## src/rtl/oam_dma_ctrl_if.sv

```systemverilog
// CPU-side and memory-side bus bundle for the sprite-RAM DMA sequencer.
// The DMA block is the master of the memory side. The slave view is the one the CPU/memory environment sees.
interface oam_dma_ctrl_if;
  logic [15:0] cpu_addr_out;
  logic [7:0]  cpu_data_out;
  logic        cpu_wen;
  logic        cpu_ren;
  logic        cpu_rdy;
  logic        dma_busy;
  logic [15:0] mem_addr;
  logic [7:0]  mem_wdata;
  logic        mem_wen;
  logic        mem_ren;
  logic [7:0]  mem_rdata;

  modport master (
    input  cpu_addr_out, cpu_data_out, cpu_wen, cpu_ren, mem_rdata,
    output cpu_rdy, dma_busy, mem_addr, mem_wdata, mem_wen, mem_ren
  );

  modport slave (
    output cpu_addr_out, cpu_data_out, cpu_wen, cpu_ren, mem_rdata,
    input  cpu_rdy, dma_busy, mem_addr, mem_wdata, mem_wen, mem_ren
  );
endinterface

```

## src/rtl/oam_dma_ctrl.sv

```systemverilog
// Sprite-RAM DMA sequencer: a CPU write to the DMA register stalls the CPU.
// It then copies one 256-byte page into the SPR-RAM data register, one read/write pair per byte.
//
// state | meaning
// IDLE  | CPU owns the bus, mem_* follow cpu_*
// HALT  | first stall cycle, bus idle
// ALIGN | extra idle cycle so READ lands on an even cycle
// READ  | fetch {page, idx} into data register
// WRITE | store data register to OAM_DATA_ADDR, advance idx
module oam_dma_ctrl #(
  parameter logic [15:0] DMA_REG_ADDR  = 16'h4014,
  parameter logic [15:0] OAM_DATA_ADDR = 16'h2004,
  parameter int          XFER_LEN      = 256
) (
  input logic             clk,
  input logic             b_rst,
  oam_dma_ctrl_if.master  bus
);

  localparam logic [7:0] LAST_IDX = 8'(XFER_LEN - 1);

  typedef enum logic [2:0] {IDLE, HALT, ALIGN, READ, WRITE} state_t;

  state_t      state_q, state_d;
  logic [7:0]  page_q, page_d;
  logic [7:0]  idx_q, idx_d;
  logic [7:0]  data_q, data_d;
  logic        parity_q, parity_d;
  logic        rdy_q, rdy_d;
  logic        busy_q, busy_d;
  logic [15:0] dma_addr_q, dma_addr_d;
  logic [7:0]  dma_wdata_q, dma_wdata_d;
  logic        dma_wen_q, dma_wen_d;
  logic        dma_ren_q, dma_ren_d;

  always_comb begin
    state_d  = state_q;
    page_d   = page_q;
    idx_d    = idx_q;
    data_d   = data_q;
    parity_d = ~parity_q;
    case (state_q)
      IDLE: begin
        if (bus.cpu_wen && bus.cpu_addr_out == DMA_REG_ADDR) begin
          page_d  = bus.cpu_data_out;
          idx_d   = 8'd0;
          state_d = HALT;
        end
      end
      HALT:  state_d = parity_q ? READ : ALIGN;
      ALIGN: state_d = READ;
      READ: begin
        data_d  = bus.mem_rdata;
        state_d = WRITE;
      end
      WRITE: begin
        idx_d   = idx_q + 8'd1;
        state_d = (idx_q == LAST_IDX) ? IDLE : READ;
      end
      default: state_d = IDLE;
    endcase

    // Bus outputs are registered, so they are derived from the next state.
    rdy_d       = (state_d == IDLE);
    busy_d      = (state_d != IDLE);
    dma_ren_d   = (state_d == READ);
    dma_wen_d   = (state_d == WRITE);
    dma_wdata_d = (state_d == WRITE) ? data_d : 8'd0;
    if (state_d == READ)
      dma_addr_d = {page_d, idx_d};
    else if (state_d == WRITE)
      dma_addr_d = OAM_DATA_ADDR;
    else
      dma_addr_d = 16'd0;
  end

  always_ff @(posedge clk) begin
    if (!b_rst) begin
      state_q     <= IDLE;
      page_q      <= 8'd0;
      idx_q       <= 8'd0;
      data_q      <= 8'd0;
      parity_q    <= 1'b0;
      rdy_q       <= 1'b1;
      busy_q      <= 1'b0;
      dma_addr_q  <= 16'd0;
      dma_wdata_q <= 8'd0;
      dma_wen_q   <= 1'b0;
      dma_ren_q   <= 1'b0;
    end else begin
      state_q     <= state_d;
      page_q      <= page_d;
      idx_q       <= idx_d;
      data_q      <= data_d;
      parity_q    <= parity_d;
      rdy_q       <= rdy_d;
      busy_q      <= busy_d;
      dma_addr_q  <= dma_addr_d;
      dma_wdata_q <= dma_wdata_d;
      dma_wen_q   <= dma_wen_d;
      dma_ren_q   <= dma_ren_d;
    end
  end

  assign bus.cpu_rdy   = rdy_q;
  assign bus.dma_busy  = busy_q;
  assign bus.mem_addr  = busy_q ? dma_addr_q  : bus.cpu_addr_out;
  assign bus.mem_wdata = busy_q ? dma_wdata_q : bus.cpu_data_out;
  assign bus.mem_wen   = busy_q ? dma_wen_q   : bus.cpu_wen;
  assign bus.mem_ren   = busy_q ? dma_ren_q   : bus.cpu_ren;

endmodule

```

## src/flat_wrapper.sv

```systemverilog
// flat-port wrapper written by rule: the top's interface ports become plain ports
module oam_dma_ctrl_flat 
#(
  parameter logic [15:0] DMA_REG_ADDR  = 16'h4014,
  parameter logic [15:0] OAM_DATA_ADDR = 16'h2004,
  parameter int          XFER_LEN      = 256
)
  (clk, b_rst, bus_cpu_addr_out, bus_cpu_data_out, bus_cpu_wen, bus_cpu_ren, bus_mem_rdata, bus_cpu_rdy, bus_dma_busy, bus_mem_addr, bus_mem_wdata, bus_mem_wen, bus_mem_ren);
  oam_dma_ctrl_if bus_i ();
  input logic clk;
  input logic b_rst;
  input wire logic [$bits(bus_i.cpu_addr_out)-1:0] bus_cpu_addr_out;
  input wire logic [$bits(bus_i.cpu_data_out)-1:0] bus_cpu_data_out;
  input wire logic [$bits(bus_i.cpu_wen)-1:0] bus_cpu_wen;
  input wire logic [$bits(bus_i.cpu_ren)-1:0] bus_cpu_ren;
  input wire logic [$bits(bus_i.mem_rdata)-1:0] bus_mem_rdata;
  output wire logic [$bits(bus_i.cpu_rdy)-1:0] bus_cpu_rdy;
  output wire logic [$bits(bus_i.dma_busy)-1:0] bus_dma_busy;
  output wire logic [$bits(bus_i.mem_addr)-1:0] bus_mem_addr;
  output wire logic [$bits(bus_i.mem_wdata)-1:0] bus_mem_wdata;
  output wire logic [$bits(bus_i.mem_wen)-1:0] bus_mem_wen;
  output wire logic [$bits(bus_i.mem_ren)-1:0] bus_mem_ren;
  assign bus_i.cpu_addr_out = bus_cpu_addr_out;
  assign bus_i.cpu_data_out = bus_cpu_data_out;
  assign bus_i.cpu_wen = bus_cpu_wen;
  assign bus_i.cpu_ren = bus_cpu_ren;
  assign bus_i.mem_rdata = bus_mem_rdata;
  assign bus_cpu_rdy = bus_i.cpu_rdy;
  assign bus_dma_busy = bus_i.dma_busy;
  assign bus_mem_addr = bus_i.mem_addr;
  assign bus_mem_wdata = bus_i.mem_wdata;
  assign bus_mem_wen = bus_i.mem_wen;
  assign bus_mem_ren = bus_i.mem_ren;
  oam_dma_ctrl #(.DMA_REG_ADDR(DMA_REG_ADDR), .OAM_DATA_ADDR(OAM_DATA_ADDR), .XFER_LEN(XFER_LEN)) u_core (.clk(clk), .b_rst(b_rst), .bus(bus_i));
endmodule
```

## config.mk

```make
export PLATFORM = sky130hd
export DESIGN_NAME = oam_dma_ctrl_flat
export DESIGN_NICKNAME = d
export VERILOG_FILES = /design/src/rtl/oam_dma_ctrl_if.sv /design/src/rtl/oam_dma_ctrl.sv /design/src/flat_wrapper.sv
export SDC_FILE = /design/constraint.sdc
export NUM_CORES = 1
export LEC_CHECK = 0
export CORE_MARGIN = 2
export CORE_UTILIZATION = 45
export DETAILED_ROUTE_END_ITERATION = 8
export GPL_TIMING_DRIVEN = 1
export PLACE_DENSITY = 0.79
export SLEW_MARGIN = 0
export SYNTH_ARGS = -nofsm -noshare
export SYNTH_HDL_FRONTEND = slang
export SYNTH_SLANG_ARGS = --single-unit
```

## constraint.sdc

```tcl
create_clock -name clk -period 1.9 [get_ports clk]
set_input_delay 0.285 -clock clk [delete_from_list [all_inputs] [get_ports clk]]
set_output_delay 0.285 -clock clk [all_outputs]
set_load 0.01 [all_outputs]
```

# Word level (Yosys, flattened, before mapping)
# Cells that the tools add are included.
[classes] add_sub_neg=1 eq_ne=8 muxes=15 bitwise=1 reduce_logical=5
[ops] cell="8-bit two-way mux" count=5
[ops] cell="16-bit two-way mux" count=2
[ops] cell="16-bit by 15-bit equality test with 1-bit output (second input constant)" count=1
[ops] cell="8-bit one-hot mux with 2 select lines" count=1
[ops] cell="3-bit one-hot mux with 5 select lines" count=1
[ops] cell="14-bit two-way mux" count=1
[ops] cell="3-bit by 2-bit equality test with 1-bit output (second input constant)" count=3
[ops] cell="8-bit by 1-bit adder with 8-bit output (second input constant)" count=1
[ops] cell="8-bit equality test (second input constant)" count=1
[ops] cell="3-bit equality test (second input constant)" count=2
[ops] cell="3-bit zero test" count=2
[ops] cell="3-bit by 1-bit equality test with 1-bit output (second input constant)" count=1
[ops] cell="1-bit two-way mux" count=3
[ops] cell="3-bit two-way mux" count=1
[ops] cell="3-bit nonzero test" count=1
[ops] cell="2-bit two-way mux" count=1
[ops] cell="2-bit AND reduction" count=1
[ops] cell="1-bit logical AND" count=1
[ops] cell="1-bit NOT" count=1
[word_totals] reg_bits=56 word_cells=41

# Logic depth before layout (Yosys ltp)
[depth] depth_word=7 depth_mapped=7 mapped_depth_nobuf=5

# Worst setup path after synthesis
# OpenSTA, ideal clock, no wires.
[synth_path] path_type="register to output" start="reg u_core.busy_q (netlist: u_core.bus.dma_busy)" end="out bus_mem_addr[0]" arrival_ns=1.402 slack_ns=0.213 stages_incl_launch_ff=4 n_path_buf=2 path_cell_list="dfxtp_1 clkbuf_1 clkbuf_1 mux2_2"
[synth_via] elab_chain_cells=1
[synth_lines] item="start, declared" line_no="oam_dma_ctrl.sv:30" rtl="logic busy_q, busy_d;"
[synth_lines] item="start signal, assigned" line_no="oam_dma_ctrl.sv:97" rtl="busy_q <= busy_d;"
[synth_lines] item="16-bit two-way mux" line_no="oam_dma_ctrl.sv:107" rtl="assign bus.mem_addr = busy_q ? dma_addr_q : bus.cpu_addr_out;"
[synth_lines] item="end, declared" line_no="flat_wrapper.sv:19" rtl="output wire logic [$bits(bus_i.mem_addr)-1:0] bus_mem_addr;"
# Every way passes these cells.

# Worst setup path after layout
[layout_path] start="reg u_core.busy_q (netlist: u_core.bus.dma_busy)" end="out bus_mem_addr[7]"
# Same word-level chain as after synthesis.

==> reports/results.tsv <==
metric	value	unit
max_slew_margin	74.6	%
holdPathEnd	u_core.parity_q	
grt_overflow	0	
hold_viol	0	
globalRouteTotalUtil	21.5	%
hold_class	reg -> reg	
drv_cap	0	
drc_errors	0	
status	completed	
slew_viol_final	0	
worst_r2r_startpoint	u_core.state_q[1]	
yosysWarnings	0	
reg2reg_to	u_core.dma_addr_q[8]	
fin_area	3050	um2
cpPeakStageDelay	360	ps
cp_data_arrival_time	1520	ps
powerDensity	582	nW/um2
wl	5780	um
cts.clk_slew.worst_paths	80	ps
min_from	u_core.parity_q	
htreeDepth	2	
reg2reg_slack	160	ps
clk_latency	300	ps
whs_path_depth	1	
p_leak	1.15	nW
ioPinCount	64	
worstPathMaxFanout	27	
synth_nets	265	
firstDrtPassIters	4	
fmaxAchievable	0.555	GHz
finClkSkew	3.14	ps
port_buffers	63	
grt_antenna_before_repair	0	
synth-edff-count	0	
final_cell_mix	48 x dfxtp_1, 37 x clkdlybuf4s50_1, 27 x mux2_2	
synth.avg_cell_area	9.82	um2
cts_buffer_depth	2	
min_period	1800	ps
cp.buffers_inverters	2	
initial_core_util	47.1	%
hpwlAfterDp	4230	um
critPathLaunchType	flip-flop	
row_count	25	
synthesis.area	2240	um2
cp-end-kind	primary output	
cts_tree	done	
vdd_drop_max	0.279	mV
grt_pass1_wl	9040	um
synth_top_flop_cell	dfxtp_1	
die_x	74.5	um
synth-seq-cells	48	
vias_per_cell	5.51	
period_share	94.9	%
setup_viol_count_final	0	
antenna_cells	0	
required	1620	ps
cts-root-buf	clkbuf_8	
setup_tns	0	ps
die_h	74.5	um
cts.sinks	48	
tightestPinTransition	380	ps
placed_area	3000	um2
seq_area_frac_synth	42.9	%
routabilityCongestion	0.865	
ff2ff_path_depth	5	
antenna_left	0	
path_cells	buf_12 > mux2_2 > dlygate4sd2_1	
drive_gt1_share	23.6	%
ys_types	46	
final_common_cell	dfxtp_1	
die-area	5560	um2
routedWlPerCell	15.9	um
via_count	2007	
grt_pass1_vias	1840	
layout.nets	334	
cts_buffers	5	
async_reset_ff_share	0	%
core-area	4750	um2
drt_iter0_drc	181	
cpLargestDelayFamily	buffers and inverters	
postSynthCellCount	228	
rsz0062_at_grt	no	
critPathSlowestCell	dfxtp_1	
worst-setup-path-type	reg -> out	
synthToLayoutAreaGrowth	36.0	%
grt_max_degree	28	
## power by group
group	internal (mW)	switching, mW	total, mW
logic	0.122	0.0698	0.192
clock network	0.251	0.325	0.576
registers	1.01	0.000769	1.01
total	1.38	0.396	1.77
## flip-flops by register name, indices dropped and copies added, names as in the netlist
name	cells
u_core.bus.cpu_rdy	1
u_core.bus.dma_busy	1
u_core.dma_addr_q	16
u_core.dma_ren_q	1
u_core.dma_wdata_q	8
u_core.dma_wen_q	1
u_core.idx_q	8
u_core.page_q	8
u_core.parity_q	1
u_core.state_q	3
## through the flow
step | setup WS, ps | hold WS (ps) | total power [mW] | utilization (%) | std cells
after floorplan | 213 | 393 | 1.09 | - | 228
after global placement | -87.6 | 400 | 1.24 | 63.1 | 357
after detailed placement | -138 | 408 | 1.25 | 63.1 | 357
after CTS | 81.3 | 420 | 1.78 | 64.1 | 364
after global routing | 24.1 | 436 | 1.84 | 64.1 | 364
final | 97.3 | 418 | 1.77 | 64.1 | 364
## synth_stat cells, types with 2 or more instances
library cell	instances	area share, %
a21oi_1	13	2.9
clkbuf_1	12	2.0
buf_2	2	0.45
nor2_1	7	1.2
buf_6	3	1.5
a22oi_1	2	0.67
a31oi_1	8	2.2
nand4_1	9	2.5
nor2b_1	8	2.2
o31a_2	2	0.89
nand2_1	10	1.7
and3_1	10	2.8
mux2_2	27	14
nor4_1	2	0.56
a21oi_2	9	3.5
nand3_1	5	1.1
and2_1	2	0.56
nor3_1	8	1.8
dfxtp_1	48	43
xor2_1	2	0.78
o21ai_0	14	3.1
## logic make-up (layout without fill, tap and decap cells)
logic type,count (synthesis),count (layout),synth area share (%)
adder cells (fa/ha/maj),1,1,0.559
multiplexers,27,27,13.6
XOR/XNOR,3,3,1.17
AO/OA/AOI/OAI,56,56,17.9
buffers and inverters,21,90,4.80
AND/OR/NAND/NOR,72,72,19.1
flip-flops,48,48,42.9
## worst max path at each step
stage                         endpoint  slack, ps                 start  cells after the start
floorplan              bus_mem_addr[0]        210   u_core.bus.dma_busy                      3
global placement    u_core.bus.cpu_rdy        -90   bus_cpu_addr_out[4]                      6
detailed placement    u_core.page_q[1]       -140  bus_cpu_addr_out[11]                      5
CTS                    bus_mem_addr[0]         80   u_core.bus.dma_busy                      3
global route           u_core.idx_q[7]         20   bus_cpu_addr_out[4]                      6
finish                 bus_mem_addr[7]        100   u_core.bus.dma_busy                      3
## layout make-up
class	instances	area (um2)
inverter	2	7.51
sequential	48	961
timing repair buffer	81	746
clock inverter	1	5.00
tap	67	83.8
fill	428	1710
clock buffer	6	72.6
multi-input combinational	159	1170
## routing by layer
metal  routed length [um]  global-route usage [%]
met1                 2620                    28.2
met2                 2740                    35.6
met3                  336                    4.34
met4                   72                    6.94
met5                    0                       0
## repair_timing
item / 4_1_cts / 5_1_grt
hold buffers: 0 / 0
resized for setup: 26 / 0
setup endpoints to repair: 26 / 0
buffers inserted: 0 / 0
## worst reg2reg max path, delay by kind of cell, from the launching register on
kind,cells,cell delay (ps)
AO/OA/AOI/OAI,3,570
buffers and inverters,1,210
AND/OR/NAND/NOR,1,470
flip-flops,1,430
Note: power is estimated with default switching activity, not from simulation.
